--- src/rtl/seg_scan_scheduler.sv ---
// Scan controller for an 8-digit 7-segment display: blank gap before every digit, with all
// counter values latched once per frame so one frame never mixes old and new counts.
module seg_scan_scheduler #(
    parameter int unsigned DIGIT_CYCLES = 250,
    parameter int unsigned BLANK_CYCLES = 10,
    parameter logic [7:0]  DIGIT_EN     = 8'b0011_1111
) (
    input  logic       clock,
    input  logic       reset,
    input  logic [7:0] PB_high,
    input  logic [7:0] PB_std,
    input  logic [7:0] PB_low,
    output logic [6:0] segments,
    output logic [7:0] anodos,
    output logic [2:0] digit_idx,
    output logic       frame_start
);

    localparam int unsigned MaxCycles = (DIGIT_CYCLES > BLANK_CYCLES) ? DIGIT_CYCLES
                                                                      : BLANK_CYCLES;
    localparam int unsigned CntW = $clog2(MaxCycles + 1);

    typedef enum logic {StBlank, StOn} state_e;

    state_e          r_state, w_state_d;
    logic [CntW-1:0] r_cnt, w_cnt_d;
    logic [2:0]      r_idx, w_idx_d;
    logic [7:0]      r_snap_high, r_snap_std, r_snap_low;
    logic [7:0]      w_snap_high_d, w_snap_std_d, w_snap_low_d;
    logic [6:0]      r_segments, w_segments_d;
    logic [7:0]      r_anodos, w_anodos_d;
    logic            r_frame_start;
    logic            w_take;
    logic [3:0]      w_nibble;
    logic            w_dark_digit;

    function automatic logic [6:0] hex7(input logic [3:0] n);
        logic [6:0] s;
        unique case (n)
            4'h0: s = 7'b0000001;
            4'h1: s = 7'b1001111;
            4'h2: s = 7'b0010010;
            4'h3: s = 7'b0000110;
            4'h4: s = 7'b1001100;
            4'h5: s = 7'b0100100;
            4'h6: s = 7'b0100000;
            4'h7: s = 7'b0001111;
            4'h8: s = 7'b0000000;
            4'h9: s = 7'b0000100;
            4'hA: s = 7'b0001000;
            4'hB: s = 7'b1100000;
            4'hC: s = 7'b0110001;
            4'hD: s = 7'b1000010;
            4'hE: s = 7'b0110000;
            default: s = 7'b0111000;
        endcase
        return s;
    endfunction

    always_comb begin
        w_state_d = r_state;
        w_cnt_d   = r_cnt + CntW'(1);
        w_idx_d   = r_idx;
        if (r_state == StBlank) begin
            if (r_cnt == CntW'(BLANK_CYCLES - 1)) begin
                w_state_d = StOn;
                w_cnt_d   = '0;
            end
        end else if (r_cnt == CntW'(DIGIT_CYCLES - 1)) begin
            w_state_d = StBlank;
            w_cnt_d   = '0;
            w_idx_d   = r_idx + 3'd1;
        end
    end

    assign w_take        = (r_state == StBlank) && (r_idx == 3'd0) && (r_cnt == '0);
    assign w_snap_high_d = w_take ? PB_high : r_snap_high;
    assign w_snap_std_d  = w_take ? PB_std  : r_snap_std;
    assign w_snap_low_d  = w_take ? PB_low  : r_snap_low;

    // Outputs are decoded from next-state (and next snapshot, for BLANK_CYCLES == 1) so they
    // are valid in the very cycle a state is entered.
    always_comb begin
        w_nibble     = 4'h0;
        w_dark_digit = 1'b0;
        unique case (w_idx_d)
            3'd0: w_nibble = w_snap_low_d[3:0];
            3'd1: w_nibble = w_snap_low_d[7:4];
            3'd2: w_nibble = w_snap_std_d[3:0];
            3'd3: w_nibble = w_snap_std_d[7:4];
            3'd4: w_nibble = w_snap_high_d[3:0];
            3'd5: w_nibble = w_snap_high_d[7:4];
            default: w_dark_digit = 1'b1;
        endcase
        w_segments_d = 7'h7F;
        w_anodos_d   = 8'hFF;
        if (w_state_d == StOn) begin
            if (!w_dark_digit) w_segments_d = hex7(w_nibble);
            if (DIGIT_EN[w_idx_d]) w_anodos_d = ~(8'd1 << w_idx_d);
        end
    end

    always_ff @(posedge clock) begin
        if (reset) begin
            r_state       <= StBlank;
            r_cnt         <= '0;
            r_idx         <= 3'd0;
            r_snap_high   <= 8'h00;
            r_snap_std    <= 8'h00;
            r_snap_low    <= 8'h00;
            r_segments    <= 7'h7F;
            r_anodos      <= 8'hFF;
            r_frame_start <= 1'b0;
        end else begin
            r_state       <= w_state_d;
            r_cnt         <= w_cnt_d;
            r_idx         <= w_idx_d;
            r_snap_high   <= w_snap_high_d;
            r_snap_std    <= w_snap_std_d;
            r_snap_low    <= w_snap_low_d;
            r_segments    <= w_segments_d;
            r_anodos      <= w_anodos_d;
            r_frame_start <= w_take;
        end
    end

    assign segments    = r_segments;
    assign anodos      = r_anodos;
    assign digit_idx   = r_idx;
    assign frame_start = r_frame_start;

endmodule

--- config.mk ---
export PLATFORM = sky130hd
export DESIGN_NAME = seg_scan_scheduler
export DESIGN_NICKNAME = d
export VERILOG_FILES = /design/src/rtl/seg_scan_scheduler.sv
export SDC_FILE = /design/constraint.sdc
export NUM_CORES = 1
export LEC_CHECK = 0
export ABC_AREA = 0
export CAP_MARGIN = 20
export CORE_MARGIN = 3
export CORE_UTILIZATION = 41
export CTS_CLUSTER_DIAMETER = 30
export DETAILED_ROUTE_END_ITERATION = 8
export PLACE_DENSITY_LB_ADDON = 0.2
export SLEW_MARGIN = 15
export SYNTH_ARGS = -nofsm -noshare
export SYNTH_HDL_FRONTEND = slang
export SYNTH_SLANG_ARGS = --single-unit
export TNS_END_PERCENT = 50
--- constraint.sdc ---
create_clock -name clock -period 5.7 [get_ports clock]
set_input_delay 1.14 -clock clock [delete_from_list [all_inputs] [get_ports clock]]
set_output_delay 1.14 -clock clock [all_outputs]
set_load 0.02 [all_outputs]
Word-level counts from Yosys, hierarchy flattened

Memories as Yosys holds them, arrays and structs flattened. A register that Yosys moved wholly into a read port is not among the register bits.
Cells that the tools add are included.

Add/subtract/negate cells: 2
Magnitude comparators: 1
Eq/ne operators: 7
Shifts and indexed selects: 1
Mux-type cells: 13
Bitwise gates (word level): 5
Reductions and logical operators: 8

Operators with widths:

| operator                                                                     | number |
|---|---|
| 8-bit 2-to-1 mux                                                             | 6 |
| 4-bit case mux with 6 select lines                                           | 1 |
| 8-bit by 1-bit adder with 8-bit output, second input constant                | 1 |
| 8-bit by 4-bit == test with 1-bit output, second input constant              | 1 |
| 8-bit == test, second input constant                                         | 1 |
| 8-bit zero test                                                              | 1 |
| 8-bit NOT                                                                    | 1 |
| 1-bit by 3-bit << shifter with 8-bit output, first input constant            | 1 |
| 3-bit by 2-bit == test with 1-bit output, second input constant              | 2 |
| 3-bit == test, second input constant                                         | 2 |
| 3-bit zero test                                                              | 2 |
| 3-bit 2-to-1 mux                                                             | 2 |
| 3-bit OR reduction                                                           | 2 |
| 6-bit OR reduction                                                           | 1 |
| 3-bit by 4-bit less-than comparator with 1-bit output, second input constant | 1 |
| 1-bit 2-to-1 mux                                                             | 4 |
| 1-bit NOT                                                                    | 4 |
| 3-bit by 1-bit adder with 3-bit output, second input constant                | 1 |
| 3-bit by 1-bit == test with 1-bit output, second input constant              | 1 |
| 1-bit logical AND                                                            | 2 |

Register bits after elaboration: 45
Memory bits (read-only): 120
Input port bits: 26
Output and inout port bits: 19
Word-level logic and storage cells: 47
Memories: 2

Memories:

| memory          | depth | width | read ports | clocked after Yosys merged registers in | write ports | RTL line | RTL |
|---|---|---|---|---|---|---|---|
| (no name shown) | 16    | 7     | 1          | 1                                       | 0           | 39       | `unique case (n)` |
| (no name shown) | 8     | 1     | 1          | 0                                       | 0           | 99       | `if (DIGIT_EN[w_idx_d]) w_anodos_d = ~(8'd1 << w_idx_d);` |

Logic depth before layout (Yosys ltp)

Gate-level depths: netlist of the first run.

Word-level depth: 7
Depth in mapped cells: 16
Gate-level depth less buffers: 15

Worst setup path before layout of the first run

OpenSTA, ideal clock, no wires.

Kind: reg-to-reg
Start: reg r_idx[2] (netlist: digit_idx[2])
End: reg r_segments[3] (netlist: segments[3])
Library setup time: 0.131 ns
Arrival: 3.108 ns
Data required time: 5.569 ns
Setup slack: 2.460 ns
Cell stages (with the launch flop): 14
Path buffers: 1
Clock period less this slack: 3.240 ns
Path through: dfxtp_1 -> clkbuf_1 -> or4_1 -> nor3_4 -> mux2i_1 -> o22a_1 -> o21ai_0 -> nor3_1 -> inv_1 -> ha_1 -> inv_1 -> a2111oi_0 -> a2111oi_0 -> nor3_1

Longest elaborated chain between the ends: 7
Elaborated cells on any way between the ends: 19
Those cells by class: add/sub: 1; eq/ne: 5; mux: 6; bitwise: 1; reduce/logical: 6

RTL lines:

| what                                   | RTL line | RTL |
|---|---|---|
| start: declaration                     | 27       | `logic [2:0] r_idx, w_idx_d;` |
| start signal: assignment               | 117      | `r_idx <= w_idx_d;` |
| 3-bit by 1-bit adder with 3-bit output | 72       | `w_idx_d = r_idx + 3'd1;` |
| 3-bit 2-to-1 mux                       | 69       | `end else if (r_cnt == CntW'(DIGIT_CYCLES - 1)) begin` |
| 3-bit 2-to-1 mux                       | 64       | `if (r_state == StBlank) begin` |
| 3-bit == test (tied with other cells)  | 86       | `unique case (w_idx_d)` |
| 6-bit OR reduction (no source line)    | n/a      |  |
| 1-bit NOT (no source line)             | n/a      |  |
| 3-bit OR reduction (no source line)    | n/a      |  |
| end: declaration                       | 30       | `logic [6:0] r_segments, w_segments_d;` |

Parallel ways exist; a longest one is shown, timed or not.
A chain may end at the register's enable or synchronous reset.

Worst setup path after layout of the first run

Start: reg r_cnt[5]
End: reg r_segments[3] (netlist: segments[3])

Longest elaborated chain between the ends: 7
Elaborated cells on any way between the ends: 23
Those cells by class: eq/ne: 7; mux: 9; bitwise: 2; reduce/logical: 5

RTL lines:

| what                                  | RTL line | RTL |
|---|---|---|
| start: declaration                    | 26       | `logic [CntW-1:0] r_cnt, w_cnt_d;` |
| start signal: assignment              | 116      | `r_cnt <= w_cnt_d;` |
| 8-bit == test                         | 69       |  |
| 3-bit 2-to-1 mux                      | 69       |  |
| 3-bit 2-to-1 mux                      | 64       |  |
| 3-bit == test (tied with other cells) | 86       |  |
| 6-bit OR reduction (no source line)   | n/a      |  |
| 1-bit NOT (no source line)            | n/a      |  |
| 3-bit OR reduction (no source line)   | n/a      |  |

Parallel ways exist; a longest one is shown, timed or not.

==> results.md, run 1 <==
* Post-cts sizing count at 0
* Met1 Use GR at about a quarter
* Clk_lat worst skew at ~0.30 ns
* WP data required at between 5 and 6 ns
* TritonCTS Buffers at 5
* Min setup slack post-route at 1.764 ns
* Post-DP Area at slightly above 3000 µm²
* Crit share post-route at between 60 and 70%
* Vias per cell at 5.448
* Root Buffer: clkbuf_8
* Die H at approximately 86 µm
* Slew @ Worst Pin at between 0.8 and 0.9 ns
* Max Cap Viol at 0
* Hold Vio Cnt, Final at 0
* Type of origin of the critical path: flop
* Yosys warnings at 0
* Top FF cell, synth: dfxtp_1
* Met3 usage at 3.802%
* CTS Buffer Depth at 2
* Ant. Diodes at 0
* Slew HR at a little over two fifths
* Clock-pin slew on the worst setup and hold paths at 0.10 ns
* Die ar. at 7471 µm²
* Largest net degree at the start of global routing at 31
* Seq pwr share at approximately half
* Slew Limit Fails at 0
* Synthesized area at between 2000 and 3000 µm²
* Hold Buf Count CTS at 0
* Gr busiest metal: met1
* I/O pins at 45
* Crit-path max FO at 19
* Die width at roughly 86 µm
* DR pass1 iterations at 4
* CTS tree: built
* Clock share of power at between 20 and 30%
* Combinational power share at about a fifth
* Area Growth Syn to Fin at 21.13%
* Fraction of layout cells with a size suffix above 1 at under 10%
* Pint at ~0.55 mW
* Pre-CTS WS at ~1.8 ns
* Leak at 1.279 nW
* Global-route wire length before repair at 10590 µm
* #FFs+latches synth at between 50 and 60
* Final TNS setup at 0 ns
* Layout Cell Area excl Fill at around 3200 µm²
* DRT iter0 DRCs at about 120
* Async SR Flop Fraction at 0%
* GPL Wtd Cong at 0.8534
* Post-route ant nets at 0
* Grt total ovfl at 0
* Antenna violations before repair at 0
* Cell variety after synth at 53
* Fin nets at 381
* DPL Wire Length at ~4600 µm
* Status: finished, final reports clean
* Psw at roughly 0.22 mW
* PwrDens at 238.6 nW/µm²
* Syn Inst Count at ~300
* Final Critical Period at roughly 3.9 ns
* Hold Path Class: reg2reg
* Max Freq at roughly 0.25 GHz
* RSZ-0062 raised after global routing: false
* Post-synthesis sequential area ratio at ~39%
* Final Setup Violations at 0
* Crit path arrival time at about 4.1 ns
* Initial Utilization at 43.51%
* WL/cell at about 15 µm
* Sink Count at 52
* Worst setup EP type: flop
* Syn Area/Cell at 8.612 µm²
* Total power at ~0.77 mW
* EDFF count, synth at 0
* WS Path Type: reg2reg
* Vias in the first global route at ~2200
* Met2 Use GR at about a quarter
* Port buffer count at 44
* Setup bufs post-CTS at 0
* Via count at between 2000 and 2500
* VDD IR-drop max at ~0.12 mV
* Total GRT Usage at roughly 17%
* FP Rows at 28
* DR DRC count at 0
* Core footprint at 6096 µm²
* Final wirelength at roughly 6300 µm
* H-tree depth at 2
* Final Skew at around 0.0074 ns
* Sw frac at 28.50%
==> sequential cells by signal, indices dropped and copies added (netlist names) <==
name,cells
anodos,8
r_cnt,8
r_snap_high,8
r_snap_low,8
r_snap_std,8
segments,7
digit_idx,3
frame_start,1
r_state,1
==> stage by stage <==
step	std cells	hold slack [ns]	utilization (%)
floorplan	309	0.4284	-
global placement	411	0.4361	50.94
detailed placement	411	0.4467	50.94
CTS	419	0.4577	52.46
global route	420	0.4865	52.71
finish	420	0.4577	52.71
==> path summary, 6_finish.rpt <==
kind / startpoint / end / depth (start not counted) / slack [ns]
worst max register to register: r_cnt[5] / segments[3] / 12 / 1.76
worst min register to register: r_snap_std[7] / r_snap_std[7] / 2 / 0.46
worst max-delay path: r_cnt[5] / segments[3] / 12 / 1.76
worst min-delay path: r_snap_std[7] / r_snap_std[7] / 2 / 0.46
==> per-layer routing <==
layer  vias up  routed length (µm)
met4         0                 138
met5         -                   0
met3        15                 341
met2        58                2577
li1       1166                   -
met1      1049                3199
==> placed cells by master, fill, tap and decap left out, types with 8 or more instances in the layout <==
cell type | Yosys | routed
nand2_1 | 34 | 34
dfxtp_1 | 52 | 52
clkdlybuf4s50_1 | 0 | 44
nor3_1 | 8 | 8
mux2i_1 | 16 | 16
a21oi_1 | 22 | 22
inv_1 | 9 | 9
nor2_1 | 29 | 29
nand3_1 | 17 | 17
o21ai_0 | 13 | 13
ha_1 | 11 | 11
==> logic make-up (layout without fill, tap and decap cells) <==
logic type      after synthesis  in the layout  synth area share [%]
xor+xnor                      9              9                 2.971
simple gates                126            126                 24.53
fa+ha+maj                    11             11                 5.189
mux                          19             19                 7.311
buf+inv                      27             63                 4.764
other cells                   1              2                0.1414
flops                        52             52                 39.25
compound gates               63             63                 15.85
==> Yosys cell counts, types with 2 or more instances <==
| cell | n | area, µm² |
|---|---|---|
| nand4_1 | 6 | 37.54 |
| and3_1 | 3 | 18.77 |
| mux2_2 | 3 | 33.78 |
| nand2_1 | 34 | 127.6 |
| a2bb2o_1 | 2 | 20.02 |
| nand3_1 | 17 | 85.08 |
| o211ai_1 | 2 | 15.01 |
| nor3_1 | 8 | 40.04 |
| clkbuf_1 | 8 | 30.03 |
| xnor2_1 | 4 | 35.03 |
| o221ai_1 | 3 | 26.28 |
| buf_2 | 8 | 40.04 |
| mux2i_1 | 16 | 160.2 |
| and4_1 | 3 | 26.28 |
| o21a_1 | 2 | 15.01 |
| nand4b_1 | 2 | 17.52 |
| a21oi_1 | 22 | 110.1 |
| nor2_1 | 29 | 108.9 |
| a31oi_1 | 2 | 12.51 |
| buf_6 | 2 | 22.52 |
| xor2_1 | 5 | 43.79 |
| inv_1 | 9 | 33.78 |
| a2111oi_0 | 2 | 17.52 |
| ha_1 | 11 | 137.6 |
| o31ai_1 | 2 | 15.01 |
| a211oi_1 | 3 | 22.52 |
| nand2b_1 | 4 | 25.02 |
| o21ai_0 | 13 | 65.06 |
| nor4_1 | 5 | 31.28 |
| nand3_2 | 2 | 20.02 |
| o22ai_1 | 2 | 12.51 |
| and4b_1 | 2 | 20.02 |
| dfxtp_1 | 52 | 1041 |
==> area by class of cell <==
type | instances | area, µm²
tap | 75 | 93.84
multi-input combinational | 230 | 1489
fill | 618 | 2883
clock buffer | 6 | 82.58
clock inverter | 2 | 10.01
inverter | 9 | 33.78
sequential | 52 | 1041
timing repair buffer | 46 | 462.9
==> power groups by stage <==
| stage | clock [mW] | combinational, mW | sequential [mW] |
|---|---|---|---|
| after floorplan | 0 | 0.109 | 0.400 |
| after global placement | 0 | 0.150 | 0.401 |
| after detailed placement | 0 | 0.153 | 0.401 |
| after CTS | 0.227 | 0.154 | 0.393 |
| after global routing | 0.244 | 0.172 | 0.396 |
| final | 0.219 | 0.155 | 0.393 |
==> worst max-delay path, stage by stage, from the launching register on <==
cell and delay (ns):
dfxtp_1 0.42, or4_4 0.59, nor3_4 0.75, mux2i_1 0.32
o22a_1 0.16, o21ai_0 0.07, nor3_1 0.45, inv_1 0.19
ha_1 0.23, inv_1 0.07, a2111oi_0 0.07, a2111oi_0 0.40
nor3_1 0.09
(Power assumes the default switching activity.)
==> run 2, diff against run 1 <==
- clock period: 5.7 -> 4.09 ns (I/O delays scaled with it)
==> results.md, run 2 (same netlist as run 1, synthesis figures left out) <==
* VDD IR-drop max at 0.1829 mV (+53%)
* Total GRT Usage at 16.64% (-0.81 points)
* Hold Path Class: reg2reg
* Crit path arrival time at 3.86 ns (-0.26 ns)
* H-tree depth at 2 (unchanged)
* Hold Vio Cnt, Final at 0 (unchanged)
* Post-cts sizing count at 0 (unchanged)
* Die width at 86.44 µm (unchanged)
* Area Growth Syn to Fin at 22.03%
* Vias per cell at 5.465 (+0.31%)
* Status: finished, final reports clean
* Max Cap Viol at 0 (unchanged)
* Final Setup Violations at 0 (unchanged)
* FP Rows at 28 (unchanged)
* RSZ-0062 raised after global routing: false
* Sink Count at 52 (unchanged)
* Final wirelength at 6139 µm (-1.9%)
* CTS Buffer Depth at 2 (unchanged)
* Largest net degree at the start of global routing at 31 (unchanged)
* Crit-path slowest cell: or4_4
* WP data required at 4.28 ns (-1.61 ns)
* Hold Buf Count CTS at 0 (unchanged)
* Post-route ant nets at 0 (unchanged)
* Fin nets at 385 (+1.0%)
* Worst setup EP type: flop
* Antenna violations before repair at 0 (unchanged)
* Clk_lat worst skew at 0.30 ns (about the same)
* DR pass1 iterations at 5 (+1)
* Fraction of layout cells with a size suffix above 1 at 7.163% (+0.79 points)
* Final Critical Period at 3.675 ns (-0.2615 ns)
* Type of origin of the critical path: flop
* Initial Utilization at 43.51% (unchanged)
* DPL Wire Length at 4521 µm (-0.90%)
* Core footprint at 6096 µm² (unchanged)
* Hold_ws at 0.4558 ns (-0.001836 ns)
* Final Skew at 0.008646 ns (+0.001249 ns)
* DR DRC count at 0 (unchanged)
* Port buffer count at 44 (unchanged)
* Most common cell after layout, fill and taps aside: dfxtp_1
* Largest delay contributor family on the critical path: simple AND/OR/NAND/NOR gates
* DRT iter0 DRCs at 163 (+37%)
* WS Path Type: reg2reg
* I/O pins at 45 (unchanged)
* Die ar. at 7471 µm² (unchanged)
* Crit path buf inv count at 2 (unchanged)
* Slew Limit Fails at 0 (unchanged)
* Crit share post-route at 89.85% (+21 points)
* CP Cell Sequence: or4_4 > nor3_4 > mux2i_1 > o22a_1 > o21ai_0 > nor3_1 > inv_1 > ha_1 > inv_1 > a2111oi_0 > a2111oi_0 > nor3_1
* Slew @ Worst Pin at 0.7016 ns (-0.1628 ns)
* Clock-pin slew on the worst setup and hold paths at 0.09 ns (about the same)
* Ant. Diodes at 0 (unchanged)
* TritonCTS Buffers at 5 (unchanged)
* Max Freq at 0.2721 GHz (+7.1%)
* Via count at 2317 (+1.3%)
* Crit-path max FO at 11 (-8)
* Leak at 1.290 nW (+0.89%)
* Die H at 86.44 µm (unchanged)
* Layout Cell Area excl Fill at 3237 µm² (+0.74%)
* GPL Wtd Cong at 0.8096 (-5.1%)
* Final TNS setup at 0 ns (unchanged)
* Grt total ovfl at 0 (unchanged)
* WL/cell at 14.48 µm (-2.8%)
* Post-DP Area at 3143 µm² (+1.2%)
* Root Buffer: clkbuf_8
* PwrDens at 330.4 nW/µm² (+38%)
* CTS tree: built
* Global-route wire length before repair at 9942 µm (-6.1%)
* Largest stage delay, worst path at 0.60 ns (-0.15 ns)
* Setup bufs post-CTS at 0 (unchanged)
* Most frequent cells in the layout: dfxtp_1, clkdlybuf4s50_1, nand2_1, nor2_1, a21oi_1
* Vias in the first global route at 2019 (-6.9%)
* Final core occ at 53.10% (+0.39 points)
* Slew HR at 52.91% (+11 points)
-- run 2: cell type report --
cell class,instances,area (µm²)
flip-flops and latches,52,1041
inverters,9,33.78
clock inverters,1,7.507
repair buffers,50,485.5
clock buffers,7,86.33
well taps,75,93.84
fillers,583,2859
multi-input cells,230,1489
-- run 2: through the flow --
step | cells | setup WS, ns | power (mW)
final | 424 | 0.4153 | 1.070
after global placement | 416 | 0.5666 | 0.7739
after CTS | 424 | 0.4493 | 1.079
after floorplan | 309 | 0.8505 | 0.7098
after global routing | 424 | 0.04479 | 1.134
after detailed placement | 416 | 0.4832 | 0.7763
-- run 2: path summary, 6_finish.rpt --
kind | from | to | slack, ns | cells past startpoint
max | r_cnt[5] | segments[3] | 0.42 | 12
min | r_snap_std[4] | r_snap_std[4] | 0.46 | 2
max reg2reg | r_cnt[5] | segments[3] | 0.42 | 12
min reg2reg | r_snap_std[4] | r_snap_std[4] | 0.46 | 2
-- run 2: layer usage --
metal	vias up	global-route usage (%)	part of all wire, %
met5	-	0	0
met4	0	4.958	1.1
met3	6	3.517	6.9
met2	70	23.37	41
met1	1060	25.32	51
li1	1181	-	-
-- run 2: worst register-to-register path: stages, from the launching register on --
cell,delay [ns]
dfxtp_1,0.43
or4_4,0.60
nor3_4,0.53
mux2i_1,0.30
o22a_1,0.16
o21ai_0,0.08
nor3_1,0.43
inv_1,0.19
ha_1,0.22
inv_1,0.07
a2111oi_0,0.06
a2111oi_0,0.40
nor3_1,0.10
-- run 2: report_power, final --
part,total [mW],switching (mW),internal [mW]
registers,0.548,0.0129,0.535
clock network,0.304,0.166,0.138
logic,0.218,0.122,0.0958
==> run 3, diff against run 2 <==
- SKIP_CTS_REPAIR_TIMING: unset -> 1
==> results of run 3 <==
The final DEF is identical to that of run 2; final timing and power are the same.
